`src/rtl/ext_pipe.sv`:
```
// Immediate / load-data extension unit followed by a STAGES-deep register pipeline.
// Extension happens combinationally into stage 1; later stages are plain copies.
module ext_pipe #(
    parameter int unsigned IN_W   = 16,
    parameter int unsigned OUT_W  = 32,
    parameter int unsigned STAGES = 2
) (
    input  logic             clk,
    input  logic             reset,
    input  logic             in_valid,
    input  logic [2:0]       op,
    input  logic [OUT_W-1:0] din,
    input  logic [1:0]       addr_lo,
    input  logic             stall,
    input  logic             flush,
    output logic             out_valid,
    output logic [OUT_W-1:0] dout,
    output logic             align_err,
    output logic             busy
);

    localparam logic [2:0] OpZext = 3'd0;
    localparam logic [2:0] OpSext = 3'd1;
    localparam logic [2:0] OpUpper = 3'd2;
    localparam logic [2:0] OpLb = 3'd3;
    localparam logic [2:0] OpLbu = 3'd4;
    localparam logic [2:0] OpLh = 3'd5;
    localparam logic [2:0] OpLhu = 3'd6;
    localparam logic [2:0] OpWord = 3'd7;

    localparam int NumStg = int'(STAGES);

    logic [IN_W-1:0]  imm;
    logic [7:0]       byte_sel;
    logic [15:0]      half_sel;
    logic [OUT_W-1:0] ext_data;
    logic             ext_err;

    logic [STAGES-1:0] valid_q, valid_d;
    logic [STAGES-1:0] err_q, err_d;
    logic [OUT_W-1:0]  data_q [STAGES];
    logic [OUT_W-1:0]  data_d [STAGES];

    assign imm      = din[IN_W-1:0];
    assign half_sel = addr_lo[1] ? din[31:16] : din[15:0];

    always_comb begin
        byte_sel = din[7:0];
        unique case (addr_lo)
            2'd0: byte_sel = din[7:0];
            2'd1: byte_sel = din[15:8];
            2'd2: byte_sel = din[23:16];
            2'd3: byte_sel = din[31:24];
            default: byte_sel = din[7:0];
        endcase
    end

    always_comb begin
        ext_data = '0;
        ext_err  = 1'b0;
        unique case (op)
            OpZext:  ext_data = {{(OUT_W-IN_W){1'b0}}, imm};
            OpSext:  ext_data = {{(OUT_W-IN_W){imm[IN_W-1]}}, imm};
            OpUpper: ext_data = {imm, {(OUT_W-IN_W){1'b0}}};
            OpLb:    ext_data = {{(OUT_W-8){byte_sel[7]}}, byte_sel};
            OpLbu:   ext_data = {{(OUT_W-8){1'b0}}, byte_sel};
            OpLh: begin
                ext_data = {{(OUT_W-16){half_sel[15]}}, half_sel};
                ext_err  = addr_lo[0];
            end
            OpLhu: begin
                ext_data = {{(OUT_W-16){1'b0}}, half_sel};
                ext_err  = addr_lo[0];
            end
            OpWord:  ext_data = din;
            default: ext_data = '0;
        endcase
    end

    // Flush beats stall; invalid stages always carry zero data and error.
    always_comb begin
        valid_d = valid_q;
        err_d   = err_q;
        data_d  = data_q;
        if (flush) begin
            valid_d = '0;
            err_d   = '0;
            for (int i = 0; i < NumStg; i++) begin
                data_d[i] = '0;
            end
        end else if (!stall) begin
            valid_d[0] = in_valid;
            err_d[0]   = in_valid & ext_err;
            data_d[0]  = in_valid ? ext_data : '0;
            for (int i = 1; i < NumStg; i++) begin
                valid_d[i] = valid_q[i-1];
                err_d[i]   = err_q[i-1];
                data_d[i]  = data_q[i-1];
            end
        end
    end

    always_ff @(posedge clk) begin
        if (reset) begin
            valid_q <= '0;
            err_q   <= '0;
            for (int i = 0; i < NumStg; i++) begin
                data_q[i] <= '0;
            end
        end else begin
            valid_q <= valid_d;
            err_q   <= err_d;
            for (int i = 0; i < NumStg; i++) begin
                data_q[i] <= data_d[i];
            end
        end
    end

    assign out_valid = valid_q[STAGES-1];
    assign dout      = out_valid ? data_q[STAGES-1] : '0;
    assign align_err = out_valid & err_q[STAGES-1];
    assign busy      = |valid_q;

endmodule

```
`config.mk`:
```
export PLATFORM = sky130hd
export DESIGN_NAME = ext_pipe
export DESIGN_NICKNAME = d
export VERILOG_FILES = /design/src/rtl/ext_pipe.sv
export SDC_FILE = /design/constraint.sdc
export NUM_CORES = 1
export LEC_CHECK = 0
export CAP_MARGIN = 10
export CORE_MARGIN = 2
export CORE_UTILIZATION = 43
export CTS_CLUSTER_SIZE = 28
export DETAILED_ROUTE_END_ITERATION = 6
export GPL_TIMING_DRIVEN = 0
export PLACE_DENSITY_LB_ADDON = 0.08
export REMOVE_ABC_BUFFERS = 1
export SLEW_MARGIN = 10
export SYNTH_ARGS = -nofsm -noshare
export SYNTH_HDL_FRONTEND = slang
export SYNTH_SLANG_ARGS = --single-unit
```
`constraint.sdc`:
```
create_clock -name clk -period 3.9 [get_ports clk]
set_clock_uncertainty 0.2 [all_clocks]
set_input_delay 0.78 -clock clk [delete_from_list [all_inputs] [get_ports clk]]
set_output_delay 0.78 -clock clk [all_outputs]
set_load 0.02 [all_outputs]
```
==> results.yml <==
run_status:
  status: "finished clean"
critical_path:
  rr_startpoint: "valid_q[1]$_SDFFE_PP0N_"
  r2r_cells: 2
  r2r_slack_ns: 2.38
  crit_path_start_kind: "input pin"
  cp-end-kind: "register"
  arrival_ns: 3.53
  worstPathMaxFanout: 33
  cp.required_ns: 3.96
  crit_slowest_cell: "clkdlybuf4s50_1"
  path_cells: "clkdlybuf4s50_1 -> and3_1 -> o21a_1 -> a22oi_1 -> o22ai_1"
  timing.rr.end: "valid_q[1]$_SDFFE_PP0N_"
  cp_slowest_stage_delay_ns: 1.21
  crit_type: "in -> reg"
cells_and_area:
  fin_util: 0.562
  n_antenna_cell: 0
  fillerInstances: 798
  nets: 508
  area_delta_synth_final_pct: 25.1
  final_common_cell: "clkdlybuf4s50_1"
  instances_no_fill: 576
  drive_gt1_frac: 0.0701
  final_cell_mix: "clkdlybuf4s50_1, dfxtp_1, nor2_1, mux2i_1, and2_1"
timing:
  fmax_mhz: 288
  rsz0062_at_grt: "no"
  finalCriticalPeriod_ns: 3.47
  fin_crit_sh: 0.890
  max_slew_margin: 0.258
  final_max_slew_viol_count: 0
  finalHoldViolCount: 0
  setup_viol: 0
  setup_ws_ns: 0.428
  fin_setup_tns_ns: 0
  worst_pin_slew_ns: 1.11
clock_network:
  cts.clk_slew.worst_paths_ns: 0.07
  cts_resized: 0
  cts_tree: "yes"
  clkLatencyLatePin_ns: 0.34
  cts.path.max_buffers: 2
  clock-sinks: 68
  numCtsBuffers: 9
  clockRootBuffer: "clkbuf_8"
  cts_hold_buf: 0
  h-tree-depth: 3
  post-cts-setup-buffer-count: 0
placed_design:
  place_ws_ns: -0.223
  routabilityCongestion: 0.866
  post-dp-hpwl_um: 6370
  dpl.cell_count: 560
  port_buffers: 76
synthesis:
  synthFlopType: "dfxtp_1"
  yosys_warnings: 0
  synthArstFlopShare: 0
  synth_area_mm2: 0.00373
  ys_types: 52
  synth_seq_cells: 68
  ys_seq_area_frac: 0.365
  synth_edf_count: 0
  avgSynthCellArea_um2: 8.90
  syn_inst: 419
die:
  row_count: 33
  core_mm2: 0.00830
  start_util: 0.449
  io_pins: 77
  chipWidth_um: 97.1
  dieHeight_um: 97.1
  dieArea_mm2: 0.00943
power:
  p_per_area_mw_per_mm2: 337
  finalPower_uw: 1570
  combPwrFrac: 0.142
  leakage_uw: 0.00169
  max-vdd-ir-drop_v: 0.000241
  internal_power_uw: 1170
  switchingPower_uw: 399
  pwr-share-clk: 0.408
  netSwitchingFraction: 0.254
  seq_power_share: 0.450
route:
  routedWlPerCell_um: 17.7
  vias: 3472
  first_pass_iters: 5
  drcViolationCount: 0
  final_antenna_net_count: 0
  viasPerCell: 6.03
  drtIter0Drc: 228
  drt-total-wl_um: 10200
grt:
  antenna_found_initial: 0
  grt_overflow: 0
  grt_pass1_vias: 3264
  grt_start_max_net_pins: 70
  grt.total_usage: 0.214
  grt_pass1_wl_um: 16600
min_path:
  hold_class: "reg -> reg"
  whs_endpoint: "valid_q[0]$_SDFFE_PP0N_"
  holdPathStages: 2
  min_from: "valid_q[0]$_SDFFE_PP0N_"
job:
  cap_violations: 0
==> final cells by class <==
type / count / area (um2) / share of cell area
multi-input cells: 307 / 2160 / 0.464
flip-flops and latches: 68 / 1360 / 0.292
repair buffers: 77 / 781 / 0.167
clock buffers: 11 / 141 / 0.0303
well taps: 105 / 131 / 0.0282
clock inverters: 5 / 75.1 / 0.0161
inverters: 3 / 11.3 / 0.00241
==> state kept, by name, summed over array words and instances, names as in the netlist <==
name / cells
data_q: 64
err_q: 2
valid_q: 2
==> worst max-delay path: cells and delay by family <==
kind                   cells  cell delay [ns]
AND/OR/NAND/NOR            1             0.88
AO/OA/AOI/OAI              3             0.66
buffers and inverters      1             1.21
==> metrics by stage <==
stage / hold WS [ns] / instance area, um2
floorplan: 0.248 / 3530
global placement: 0.267 / 4420
detailed placement: 0.271 / 4450
CTS: 0.282 / 4670
global route: 0.316 / 4660
finish: 0.285 / 4660
==> power by group through the flow <==
stage,Sequential [uW],Clock [uW],Combinational (uW)
finish,707,641,224
global route,707,681,241
global placement,723,0,222
detailed placement,723,0,222
CTS,707,654,223
floorplan,721,0,101
==> worst max path at each step <==
| stage | to | startpoint | slack, ns | cells after the start |
|---|---|---|---|---|
| final | data_q[45]$_SDFFE_PP0N_ | op[2] | 0.43 | 5 |
| after global routing | data_q[40]$_SDFFE_PP0N_ | op[2] | 0.27 | 5 |
| after CTS | data_q[59]$_SDFFE_PP0N_ | addr_lo[1] | 0.15 | 5 |
| after detailed placement | data_q[59]$_SDFFE_PP0N_ | addr_lo[1] | -0.22 | 5 |
| after global placement | data_q[47]$_SDFFE_PP0N_ | stall | -2.69 | 4 |
| after floorplan | data_q[32]$_SDFFE_PP0N_ | reset | 1.57 | 4 |
==> Yosys cell counts (2+ instances only) <==
cell | number | share of area
dfxtp_1 | 68 | 0.37
nor2_1 | 43 | 0.043
mux2i_1 | 40 | 0.11
and2_1 | 36 | 0.060
nand2_1 | 30 | 0.030
clkbuf_1 | 23 | 0.023
a21oi_1 | 18 | 0.024
a221oi_1 | 18 | 0.042
a22oi_1 | 17 | 0.034
a222oi_1 | 16 | 0.043
buf_2 | 11 | 0.015
o22ai_1 | 10 | 0.017
mux2_2 | 8 | 0.024
and3_1 | 7 | 0.012
nand2b_1 | 6 | 0.010
buf_6 | 4 | 0.012
nor2b_1 | 4 | 0.0067
a311o_1 | 3 | 0.0081
a31oi_1 | 3 | 0.0050
buf_1 | 3 | 0.0030
inv_1 | 3 | 0.0030
o2111ai_1 | 3 | 0.0071
o221ai_1 | 3 | 0.0071
a211oi_1 | 2 | 0.0040
a21boi_0 | 2 | 0.0040
a311oi_1 | 2 | 0.0047
a32oi_1 | 2 | 0.0047
mux4_2 | 2 | 0.012
nand3_1 | 2 | 0.0027
nor3_1 | 2 | 0.0027
nor3b_1 | 2 | 0.0040
o21a_1 | 2 | 0.0040
o21ai_0 | 2 | 0.0027
o311ai_0 | 2 | 0.0047
or2_2 | 2 | 0.0034
or3_1 | 2 | 0.0034
==> layer usage <==
metal / wire length, um / track usage / vias to the layer above / share of wire
li1: - / - / 1672 / -
met1: 4510 / 0.278 / 1664 / 0.44
met2: 4900 / 0.356 / 123 / 0.48
met3: 627 / 0.0453 / 13 / 0.062
met4: 147 / 0.0704 / 0 / 0.014
met5: 0 / 0 / - / 0
==> kinds of logic after synthesis <==
family / share of synthesized area
simple gates: 0.195
mux: 0.144
flops: 0.365
buf+inv: 0.0561
compound gates: 0.240
No activity file was read; power rests on OpenSTA's default activity.
